### src/rtl/uart_rx_pkg.sv
// Shared definitions for the UART key receiver: receiver state encoding,
// baud divider calculation and the default key map.
// Optional feature macro: UART_RX_PARITY_EN (adds an even-parity bit per frame).
package uart_rx_pkg;

    // Receiver states; PARITY only exists when the parity bit is enabled.
    typedef enum logic [2:0] {
        IDLE,
        START,
        DATA,
`ifdef UART_RX_PARITY_EN
        PARITY,
`endif
        STOP
    } rxState_e;

    // Eight keys, leftmost byte lands on the highest output bit.
    localparam logic [63:0] DEFAULT_KEY_MAP = {"a", "s", "d", "f", "z", "x", "c", "v"};

    // Clocks per oversample tick, clamped so a too-fast baud still ticks every cycle.
    function automatic int calcDiv(input int clkFreq, input int baudRate, input int overSample);
        int div;
        div = clkFreq / (baudRate * overSample);
        if (div < 1) begin
            div = 1;
        end
        return div;
    endfunction

endpackage

### src/rtl/uart_rx_core.sv
// UART receive core: two-flop line synchroniser, free-running oversample tick
// and the frame FSM producing rx_data/rx_valid/frame_err.
// Optional feature macro: UART_RX_PARITY_EN (even parity between data and stop).
module uart_rx_core
    import uart_rx_pkg::*;
#(
    parameter int CLK_FREQ   = 100_000_000,
    parameter int BAUD_RATE  = 9_600,
    parameter int OVERSAMPLE = 16
) (
    input  logic       clk,
    input  logic       rst,
    input  logic       uart_i,
    output logic [7:0] rx_data_o,
    output logic       rx_valid_o,
    output logic       frame_err_o
);

    localparam int DIV   = calcDiv(CLK_FREQ, BAUD_RATE, OVERSAMPLE);
    localparam int DIV_W = (DIV > 1) ? $clog2(DIV) : 1;
    localparam int OS_W  = $clog2(OVERSAMPLE);

    localparam logic [DIV_W-1:0] DIV_LAST  = DIV_W'(DIV - 1);
    localparam logic [OS_W-1:0]  SMPL_MID  = OS_W'(OVERSAMPLE / 2 - 1);
    localparam logic [OS_W-1:0]  SMPL_LAST = OS_W'(OVERSAMPLE - 1);

    logic [1:0]       sync_q;
    logic             line;
    logic [DIV_W-1:0] divCnt_q;
    logic             tick;

    rxState_e         state_q, state_d;
    logic [OS_W-1:0]  smplCnt_q, smplCnt_d;
    logic [2:0]       bitCnt_q, bitCnt_d;
    logic [7:0]       shift_q, shift_d;
    logic [7:0]       rxData_q, rxData_d;
    logic             rxValid_q, rxValid_d;
    logic             frameErr_q, frameErr_d;
    logic             break_q, break_d;
    logic             frameOk;

    // Bring the asynchronous line into the clock domain; idles high out of reset.
    always_ff @(posedge clk or posedge rst) begin
        if (rst) begin
            sync_q <= 2'b11;
        end else begin
            sync_q <= {sync_q[0], uart_i};
        end
    end

    assign line = sync_q[1];

    // Free-running divider; the wrap cycle is the oversample tick.
    always_ff @(posedge clk or posedge rst) begin
        if (rst) begin
            divCnt_q <= '0;
        end else if (divCnt_q == DIV_LAST) begin
            divCnt_q <= '0;
        end else begin
            divCnt_q <= divCnt_q + 1'b1;
        end
    end

    assign tick = (divCnt_q == DIV_LAST);

`ifdef UART_RX_PARITY_EN
    logic parityErr_q, parityErr_d;

    // Parity verdict is held from the PARITY mid-sample until the stop bit.
    always_ff @(posedge clk or posedge rst) begin
        if (rst) begin
            parityErr_q <= 1'b0;
        end else begin
            parityErr_q <= parityErr_d;
        end
    end

    assign frameOk = ~parityErr_q;
`else
    assign frameOk = 1'b1;
`endif

    // Frame state and datapath registers.
    always_ff @(posedge clk or posedge rst) begin
        if (rst) begin
            state_q    <= IDLE;
            smplCnt_q  <= '0;
            bitCnt_q   <= '0;
            shift_q    <= '0;
            rxData_q   <= '0;
            rxValid_q  <= 1'b0;
            frameErr_q <= 1'b0;
            break_q    <= 1'b0;
        end else begin
            state_q    <= state_d;
            smplCnt_q  <= smplCnt_d;
            bitCnt_q   <= bitCnt_d;
            shift_q    <= shift_d;
            rxData_q   <= rxData_d;
            rxValid_q  <= rxValid_d;
            frameErr_q <= frameErr_d;
            break_q    <= break_d;
        end
    end

    // Next-state logic. Every state counts ticks within the current bit,
    // samples at the mid tick and moves on at the last tick; STOP returns to
    // IDLE at its mid tick so a following start edge is not missed. A held-low
    // line reports one framing error and stays quiet until it goes high again.
    always_comb begin
        state_d    = state_q;
        smplCnt_d  = smplCnt_q;
        bitCnt_d   = bitCnt_q;
        shift_d    = shift_q;
        rxData_d   = rxData_q;
        rxValid_d  = 1'b0;
        frameErr_d = 1'b0;
        break_d    = break_q & ~line;
`ifdef UART_RX_PARITY_EN
        parityErr_d = parityErr_q;
`endif

        case (state_q)
            IDLE: begin
                if (tick && !line) begin
                    state_d   = START;
                    smplCnt_d = '0;
                end
            end

            START: begin
                if (tick) begin
                    if (smplCnt_q == SMPL_MID && line) begin
                        state_d   = IDLE;
                        smplCnt_d = '0;
                    end else if (smplCnt_q == SMPL_LAST) begin
                        state_d   = DATA;
                        smplCnt_d = '0;
                        bitCnt_d  = '0;
                    end else begin
                        smplCnt_d = smplCnt_q + 1'b1;
                    end
                end
            end

            DATA: begin
                if (tick) begin
                    if (smplCnt_q == SMPL_MID) begin
                        shift_d = {line, shift_q[7:1]};
                    end
                    if (smplCnt_q == SMPL_LAST) begin
                        smplCnt_d = '0;
                        if (bitCnt_q == 3'd7) begin
`ifdef UART_RX_PARITY_EN
                            state_d = PARITY;
`else
                            state_d = STOP;
`endif
                        end else begin
                            bitCnt_d = bitCnt_q + 3'd1;
                        end
                    end else begin
                        smplCnt_d = smplCnt_q + 1'b1;
                    end
                end
            end

`ifdef UART_RX_PARITY_EN
            PARITY: begin
                if (tick) begin
                    if (smplCnt_q == SMPL_MID) begin
                        parityErr_d = line ^ (^shift_q);
                    end
                    if (smplCnt_q == SMPL_LAST) begin
                        state_d   = STOP;
                        smplCnt_d = '0;
                    end else begin
                        smplCnt_d = smplCnt_q + 1'b1;
                    end
                end
            end
`endif

            STOP: begin
                if (tick) begin
                    if (smplCnt_q == SMPL_MID) begin
                        state_d   = IDLE;
                        smplCnt_d = '0;
                        if (line && frameOk) begin
                            rxData_d  = shift_q;
                            rxValid_d = 1'b1;
                        end else if (!break_q) begin
                            frameErr_d = 1'b1;
                        end
                        if (!line) begin
                            break_d = 1'b1;
                        end
                    end else begin
                        smplCnt_d = smplCnt_q + 1'b1;
                    end
                end
            end

            default: begin
                state_d   = IDLE;
                smplCnt_d = '0;
            end
        endcase
    end

    assign rx_data_o   = rxData_q;
    assign rx_valid_o  = rxValid_q;
    assign frame_err_o = frameErr_q;

endmodule

### src/rtl/uart_key_toggle_rx.sv
// UART key receiver top: decodes serial bytes with uart_rx_core and maps
// configured ASCII key codes onto output bits that toggle or pulse.
// Optional feature macro: UART_RX_PARITY_EN (handled inside uart_rx_core).
module uart_key_toggle_rx
    import uart_rx_pkg::*;
#(
    parameter int                    CLK_FREQ    = 100_000_000,
    parameter int                    BAUD_RATE   = 9_600,
    parameter int                    OVERSAMPLE  = 16,
    parameter int                    NUM_KEYS    = 8,
    parameter logic [NUM_KEYS*8-1:0] KEY_MAP     = DEFAULT_KEY_MAP,
    parameter int                    TOGGLE_MODE = 1
) (
    input  logic                clk,
    input  logic                rst,
    input  logic                uart_in,
    output logic [NUM_KEYS-1:0] out,
    output logic [7:0]          rx_data,
    output logic                rx_valid,
    output logic                frame_err
);

    logic [NUM_KEYS-1:0] keyHit;
    logic [NUM_KEYS-1:0] out_q, out_d;

    uart_rx_core #(
        .CLK_FREQ   (CLK_FREQ),
        .BAUD_RATE  (BAUD_RATE),
        .OVERSAMPLE (OVERSAMPLE)
    ) u_core (
        .clk         (clk),
        .rst         (rst),
        .uart_i      (uart_in),
        .rx_data_o   (rx_data),
        .rx_valid_o  (rx_valid),
        .frame_err_o (frame_err)
    );

    // Compare the received byte against every key slot; duplicates all hit.
    always_comb begin
        keyHit = '0;
        for (int j = 0; j < NUM_KEYS; j++) begin
            if (rx_data == KEY_MAP[8*j +: 8]) begin
                keyHit[j] = 1'b1;
            end
        end
    end

    // Toggle mode flips hit bits once per good byte; pulse mode drives them for one cycle.
    always_comb begin
        out_d = out_q;
        if (TOGGLE_MODE != 0) begin
            if (rx_valid) begin
                out_d = out_q ^ keyHit;
            end
        end else begin
            out_d = rx_valid ? keyHit : '0;
        end
    end

    // Output register, one cycle behind rx_valid.
    always_ff @(posedge clk or posedge rst) begin
        if (rst) begin
            out_q <= '0;
        end else begin
            out_q <= out_d;
        end
    end

    assign out = out_q;

endmodule
### config.mk
export PLATFORM = sky130hd
export DESIGN_NAME = uart_key_toggle_rx
export DESIGN_NICKNAME = d
export VERILOG_FILES = /design/src/rtl/uart_rx_pkg.sv /design/src/rtl/uart_rx_core.sv /design/src/rtl/uart_key_toggle_rx.sv
export SDC_FILE = /design/constraint.sdc
export NUM_CORES = 1
export LEC_CHECK = 0
export ABC_AREA = 1
export BUFFER_PORTS_ARGS = -buffer_cell sky130_fd_sc_hd__buf_2
export CAP_MARGIN = 20
export CORE_MARGIN = 2
export CORE_UTILIZATION = 50
export DETAILED_ROUTE_END_ITERATION = 6
export GPL_ROUTABILITY_DRIVEN = 0
export PLACE_DENSITY = 0.69
export SLEW_MARGIN = 20
export SYNTH_ARGS = -nofsm -noshare
export SYNTH_HDL_FRONTEND = slang
export SYNTH_SLANG_ARGS = --single-unit
### constraint.sdc
create_clock -name clk -period 3.7 [get_ports clk]
set_input_delay 0.185 -clock clk [delete_from_list [all_inputs] [get_ports clk]]
set_output_delay 0.185 -clock clk [all_outputs]
set_load 0.01 [all_outputs]
==> results of run 1 <==
flip-flops by register name (all words and copies together), names as in the netlist:
register and flops:
u_core.state_q 2, u_core.rx_data_o 8, u_core.break_q 1, u_core.sync_q 2
u_core.frame_err_o 1, out 8, u_core.divCnt_q 10, u_core.rx_valid_o 1
u_core.smplCnt_q 4, u_core.bitCnt_q 3, u_core.shift_q 8
critical path: stages, from the launching register on:
cell and delay [ns]:
dfrtp_1 0.44, inv_1 0.08, ha_1 0.14, nand2_1 0.05, nor2_2 0.13, nand3_2 0.10, clkinv_2 0.16, nand2_2 0.19
nand2_1 0.11, o21ai_0 0.08
cells by family (layout without fill, tap and decap cells):
| logic type | Yosys count | after routing | synth area share (%) |
|---|---|---|---|
| compound gates | 30 | 30 | 8.14 |
| xor+xnor | 13 | 13 | 5.00 |
| fa+ha+maj | 5 | 5 | 2.75 |
| buf+inv | 38 | 64 | 7.48 |
| flops | 48 | 48 | 52.9 |
| simple gates | 120 | 120 | 23.7 |
worst max path at each step:
stage / startpoint / endpoint / slack, ns / cells after the start
floorplan: u_core.divCnt_q[0] / u_core.shift_q[7] / 2.23 / 11
global placement: u_core.divCnt_q[0] / u_core.rx_data_o[0] / 2.16 / 10
detailed placement: u_core.divCnt_q[0] / u_core.rx_data_o[7] / 2.09 / 9
CTS: u_core.divCnt_q[0] / u_core.rx_data_o[1] / 2.08 / 9
global route: u_core.divCnt_q[0] / u_core.rx_data_o[6] / 1.89 / 9
finish: u_core.divCnt_q[0] / u_core.rx_data_o[6] / 2.09 / 9
through the flow:
| stage | cell area, sq um | worst slack, ns | utilization, % | hold slack (ns) |
|---|---|---|---|---|
| after floorplan | 2280 | 2.23 | - | 0.189 |
| after global placement | 2400 | 2.16 | 54.8 | 0.291 |
| after detailed placement | 2400 | 2.09 | 54.8 | 0.292 |
| after CTS | 2520 | 2.08 | 57.6 | 0.132 |
| after global routing | 2530 | 1.89 | 57.6 | 0.0726 |
| final | 2530 | 2.09 | 57.6 | -0.00138 |
cell type report:
class,instances,area (sq um),area share [%]
Clock inverter,3,42.5,1.68
Timing Repair Buffer,21,110,4.36
Multi-Input combinational cell,168,902,35.7
Clock buffer,5,68.8,2.72
Sequential cell,48,1200,47.6
Inverter,35,134,5.30
Tap cell,52,65.1,2.58
per-layer routing:
layer  global-route usage [%]  wire length [um]  vias up
li1                         -                 -      854
met1                     23.0              1910      758
met2                     26.1              1690       21
met3                     3.80               101        7
met4                     6.92                72        0
met5                        0                 0        -
cells in the mapped netlist, types with 3 or more instances:
| cell type | number |
|---|---|
| xnor2_1 | 8 |
| o21ai_0 | 11 |
| nor3_1 | 5 |
| nand2_1 | 57 |
| xor2_1 | 5 |
| o21ai_2 | 8 |
| nand4_1 | 6 |
| dfrtp_1 | 46 |
| nor2_2 | 3 |
| nand3_1 | 14 |
| a21oi_1 | 5 |
| nor2_1 | 25 |
| o21ai_1 | 4 |
| nand2_2 | 4 |
| inv_1 | 32 |
| ha_1 | 5 |
power by group:
part,switching [mW],internal (mW),leakage (nW)
sequential,0.000622,0.526,0.650
clock,0.175,0.200,0.0541
combinational,0.0110,0.00180,0.568
layout by cell type, fill, tap and decap left out, types with 2 or more instances in the layout:
cell	instances
nor2_4	2
ha_1	5
nand4_1	6
nor2_2	3
buf_2	20
a21oi_1	5
o21ai_0	11
o21ai_2	8
dfrtp_1	46
nor3_1	5
o21ai_1	4
inv_2	2
nor2_1	25
inv_1	31
o21bai_1	2
nand2_1	57
clkbuf_8	5
dfstp_2	2
clkinv_2	3
xnor2_1	8
nand2_2	4
xor2_1	5
nand3_1	14
==> impl_metrics.json, run 1 <==
{
  "cts.sinks": 48,
  "core_area_sq_um": 4380,
  "vias": 1640,
  "leakage_nw": 1.27,
  "cp-start-kind": "register",
  "postRouteAntennaNets": 0,
  "finalSetupTns_ns": 0,
  "drv_cap": 0,
  "status": "complete, but fails checks",
  "rsz0062_at_grt": "no",
  "dp.cells": 323,
  "grt_pass1_wl_um": 6780,
  "arrival_ns": 1.79,
  "wl_um": 3770,
  "ys_ff_latch": 48,
  "h-tree-depth": 2,
  "finalCriticalPeriod_ns": 1.61,
  "worstReg2RegStart": "u_core.divCnt_q[0]",
  "synthTopCellsByArea": "dfrtp_1 (51%), nand2_1 (9.4%), inv_1 (5.3%)",
  "postSynthAreaPerCell_sq_um": 8.96,
  "synth-seq-area-share_pct": 52.9,
  "grt.overflow.total": 0,
  "synth_area_sq_um": 2280,
  "die-area_sq_um": 5110,
  "die_y_um": 71.5,
  "num_antenna_cells": 0,
  "totalPowerFinal_mw": 0.915,
  "cts_buffers": 5,
  "initialDrtViolationCount": 74,
  "ys_async_sr_fraction_pct": 100,
  "via_per_inst": 4.94,
  "hold_class": "in2async",
  "drc": 0,
  "cp.required_ns": 3.88,
  "fmax_ghz": 0.623,
  "relSlewSlack_pct": 47.2,
  "timing.hold.ws_ns": -0.00138,
  "synth_edf_count": 0,
  "violations": "hold timing",
  "critPathMaxFanout": 16,
  "ff2ff_setup_slack_ns": 2.09,
  "yosys_warnings": 0,
  "regToRegEndpoint": "u_core.rx_data_o[6]",
  "holdBufCountCts": 1,
  "power-per-cell-area_nw_per_um2": 362,
  "nets": 287,
  "first_pass_iters": 4,
  "drive_gt1_share_pct": 18.9,
  "hold_viol": 4,
  "reg2reg_depth": 9,
  "rows": 24,
  "grt_usage_pct": 16.8,
  "cts-root-buf": "clkbuf_8",
  "syn-num-nets": 262,
  "final_cells": 332,
  "wire_per_inst_um": 11.4,
  "clk_latency_ns": 0.30,
  "slew_violations": 0,
  "ctsLongestPathBuffers": 2,
  "path_clk_slew_ns": 0.09,
  "yosysUniqueCellTypes": 27,
  "worst_setup_path_end_kind": "register",
  "initial_core_util_pct": 51.9,
  "finalSetupViolations": 0,
  "nFillCells": 395,
  "dp_hpwl_um": 2730,
  "synthCells": 254,
  "cts_tree": "built",
  "ir_drop_mv": 0.252,
  "worst_pin_slew_ns": 0.792,
  "yosysTopAreaCellShare_pct": 50.6,
  "yosysTopAreaCell": "dfrtp_1",
  "area_growth_pct": 11.0,
  "fp.dieW_um": 71.5,
  "post-cts-setup-buffers": 0,
  "antenna_found_initial": 0,
  "cts_resized": 0,
  "numPortBuffers": 20,
  "min_period_over_period_pct": 43.4,
  "grt_pass1_vias": 1545,
  "grt_max_degree": 49,
  "path_class": "reg2reg",
  "io_pins": 21,
  "synth_flop_cell": "dfrtp_1",
  "skew_ns": 0.00374
}
(Power assumes the default switching activity.)
==> run 2, diff against run 1 <==
- clock period: 3.7 -> 1.7 ns (I/O delays scaled with it)
==> run 2 against run 1 <==
  * The run now ends clean
  * Sequential power increased by 120%
  * Maximum frequency increased by 4.9%
  * Clock power increased by 84%
  * Non-clock buffer count increased by 3
  * Hold slack improved by 0.35 ns
  * Flip-flop and latch count unchanged
  * Combinational power increased to 2.7 times the previous value
  * Total power increased by 100%
  * Largest power group unchanged
==> impl_metrics.json, run 2 (synthesis gave the netlist of run 1 again) <==
{
  "cts.sinks": 48,
  "power-per-cell-area_nw_per_um2": 735,
  "grt_usage_pct": 16.7,
  "worstReg2RegStart": "u_core.divCnt_q[0]",
  "rsz0062_at_grt": "no",
  "largest_reg_flops": 10,
  "hold_class": "in2async",
  "postRouteAntennaNets": 0,
  "cts_tree": "built",
  "drv_cap": 0,
  "ir_drop_mv": 0.512,
  "startpoint": "u_core.divCnt_q[0]",
  "cp-start-kind": "register",
  "grt_pass1_vias": 1535,
  "dp_hpwl_um": 2700,
  "timing.hold.ws_ns": 0.352,
  "vias": 1614,
  "layout_commonest_cell": "nand2_1",
  "h-tree-depth": 2,
  "ctsLongestPathBuffers": 2,
  "rows": 24,
  "arrival_ns": 1.73,
  "initialDrtViolationCount": 99,
  "worst_pin_slew_ns": 0.464,
  "stdcell_area_sq_um": 2550,
  "post-cts-setup-buffers": 0,
  "skew_ns": 0.00409,
  "dp.cells": 325,
  "cts-root-buf": "clkbuf_8",
  "slew_violations": 0,
  "finalSetupTns_ns": 0,
  "path_class": "reg2reg",
  "reg2reg_depth": 9,
  "leakage_nw": 1.29,
  "fmax_ghz": 0.653,
  "hold_viol": 0,
  "min_period_over_period_pct": 90.0,
  "clk_latency_ns": 0.30,
  "nets": 290,
  "die_y_um": 71.5,
  "grt_max_degree": 49,
  "cts_buffers": 5,
  "worst_setup_path_end_kind": "register",
  "final_cell_mix": "nand2_1 (57), dfrtp_1 (46), inv_1 (31), nor2_1 (25), buf_2 (20)",
  "wire_per_inst_um": 11.1,
  "critPathMaxFanout": 8,
  "numPortBuffers": 20,
  "antenna_found_initial": 0,
  "dpl_cell_area_sq_um": 2430,
  "cp.required_ns": 1.90,
  "ff2ff_setup_slack_ns": 0.17,
  "grt_pass1_wl_um": 6650,
  "area_growth_pct": 12.0,
  "finalCriticalPeriod_ns": 1.53,
  "finalSetupViolations": 0,
  "first_pass_iters": 4,
  "relSlewSlack_pct": 68.9,
  "core_area_sq_um": 4380,
  "top_register": "u_core.divCnt_q",
  "drive_gt1_share_pct": 19.4,
  "drc": 0,
  "fp.dieW_um": 71.5,
  "die-area_sq_um": 5110,
  "initial_core_util_pct": 51.9,
  "via_per_inst": 4.82,
  "path_clk_slew_ns": 0.09,
  "wl_um": 3720,
  "status": "finished, final reports clean",
  "io_pins": 21,
  "final_cells": 335,
  "grt.overflow.total": 0,
  "num_antenna_cells": 0
}
## run 2: critical path, stage by stage (launching register included)
cell      delay, ns
dfrtp_1        0.44
inv_1          0.08
ha_1           0.13
nand2_1        0.05
nor2_2         0.13
nand3_2        0.10
clkinv_2       0.15
nand2_1        0.15
o21ai_1        0.15
inv_1          0.05
## run 2: path summary, 6_finish.rpt
| check | end |
|---|---|
| max | u_core.bitCnt_q[0] |
| min | u_core.divCnt_q[0] |
| max reg2reg | u_core.bitCnt_q[0] |
| min reg2reg | u_core.sync_q[1] |
| max in group asynchronous | u_core.sync_q[0] |
| min in group clk | u_core.sync_q[1] |
## run 2: per-layer routing
metal | up-vias | track usage (%) | part of all wire (%)
li1 | 863 | - | -
met1 | 724 | 22.2 | 50
met2 | 20 | 25.6 | 45
met3 | 7 | 4.64 | 2.9
met4 | 0 | 7.34 | 1.6
met5 | - | 0 | 0
## run 2: stage by stage
stage / power (mW) / worst slack [ns] / utilization (%)
final: 1.87 / 0.170 / 58.1
after global routing: 1.95 / 0.0204 / 58.1
after CTS: 1.90 / 0.122 / 58.0
after detailed placement: 1.20 / 0.146 / 55.5
after global placement: 1.20 / 0.188 / 55.5
after floorplan: 1.19 / 0.233 / -
## run 2: repair_timing
action,in CTS,in global routing
gates resized for setup,0,2
hold buffers,2,0
hold endpoints to repair,47,0
setup endpoints to repair,0,7
## run 2: final cells by class
type,count,area (sq um)
Clock buffer,5,68.8
Clock inverter,3,23.8
Fill cell,388,1840
Inverter,35,133
Multi-Input combinational cell,168,907
Sequential cell,48,1200
Tap cell,52,65.1
Timing Repair Buffer,24,148
## run 2: report_power, final
group / switching (mW) / total (mW) / internal [mW]
clock network: 0.400 / 0.691 / 0.292
registers: 0.00156 / 1.15 / 1.15
logic: 0.0247 / 0.0349 / 0.0102
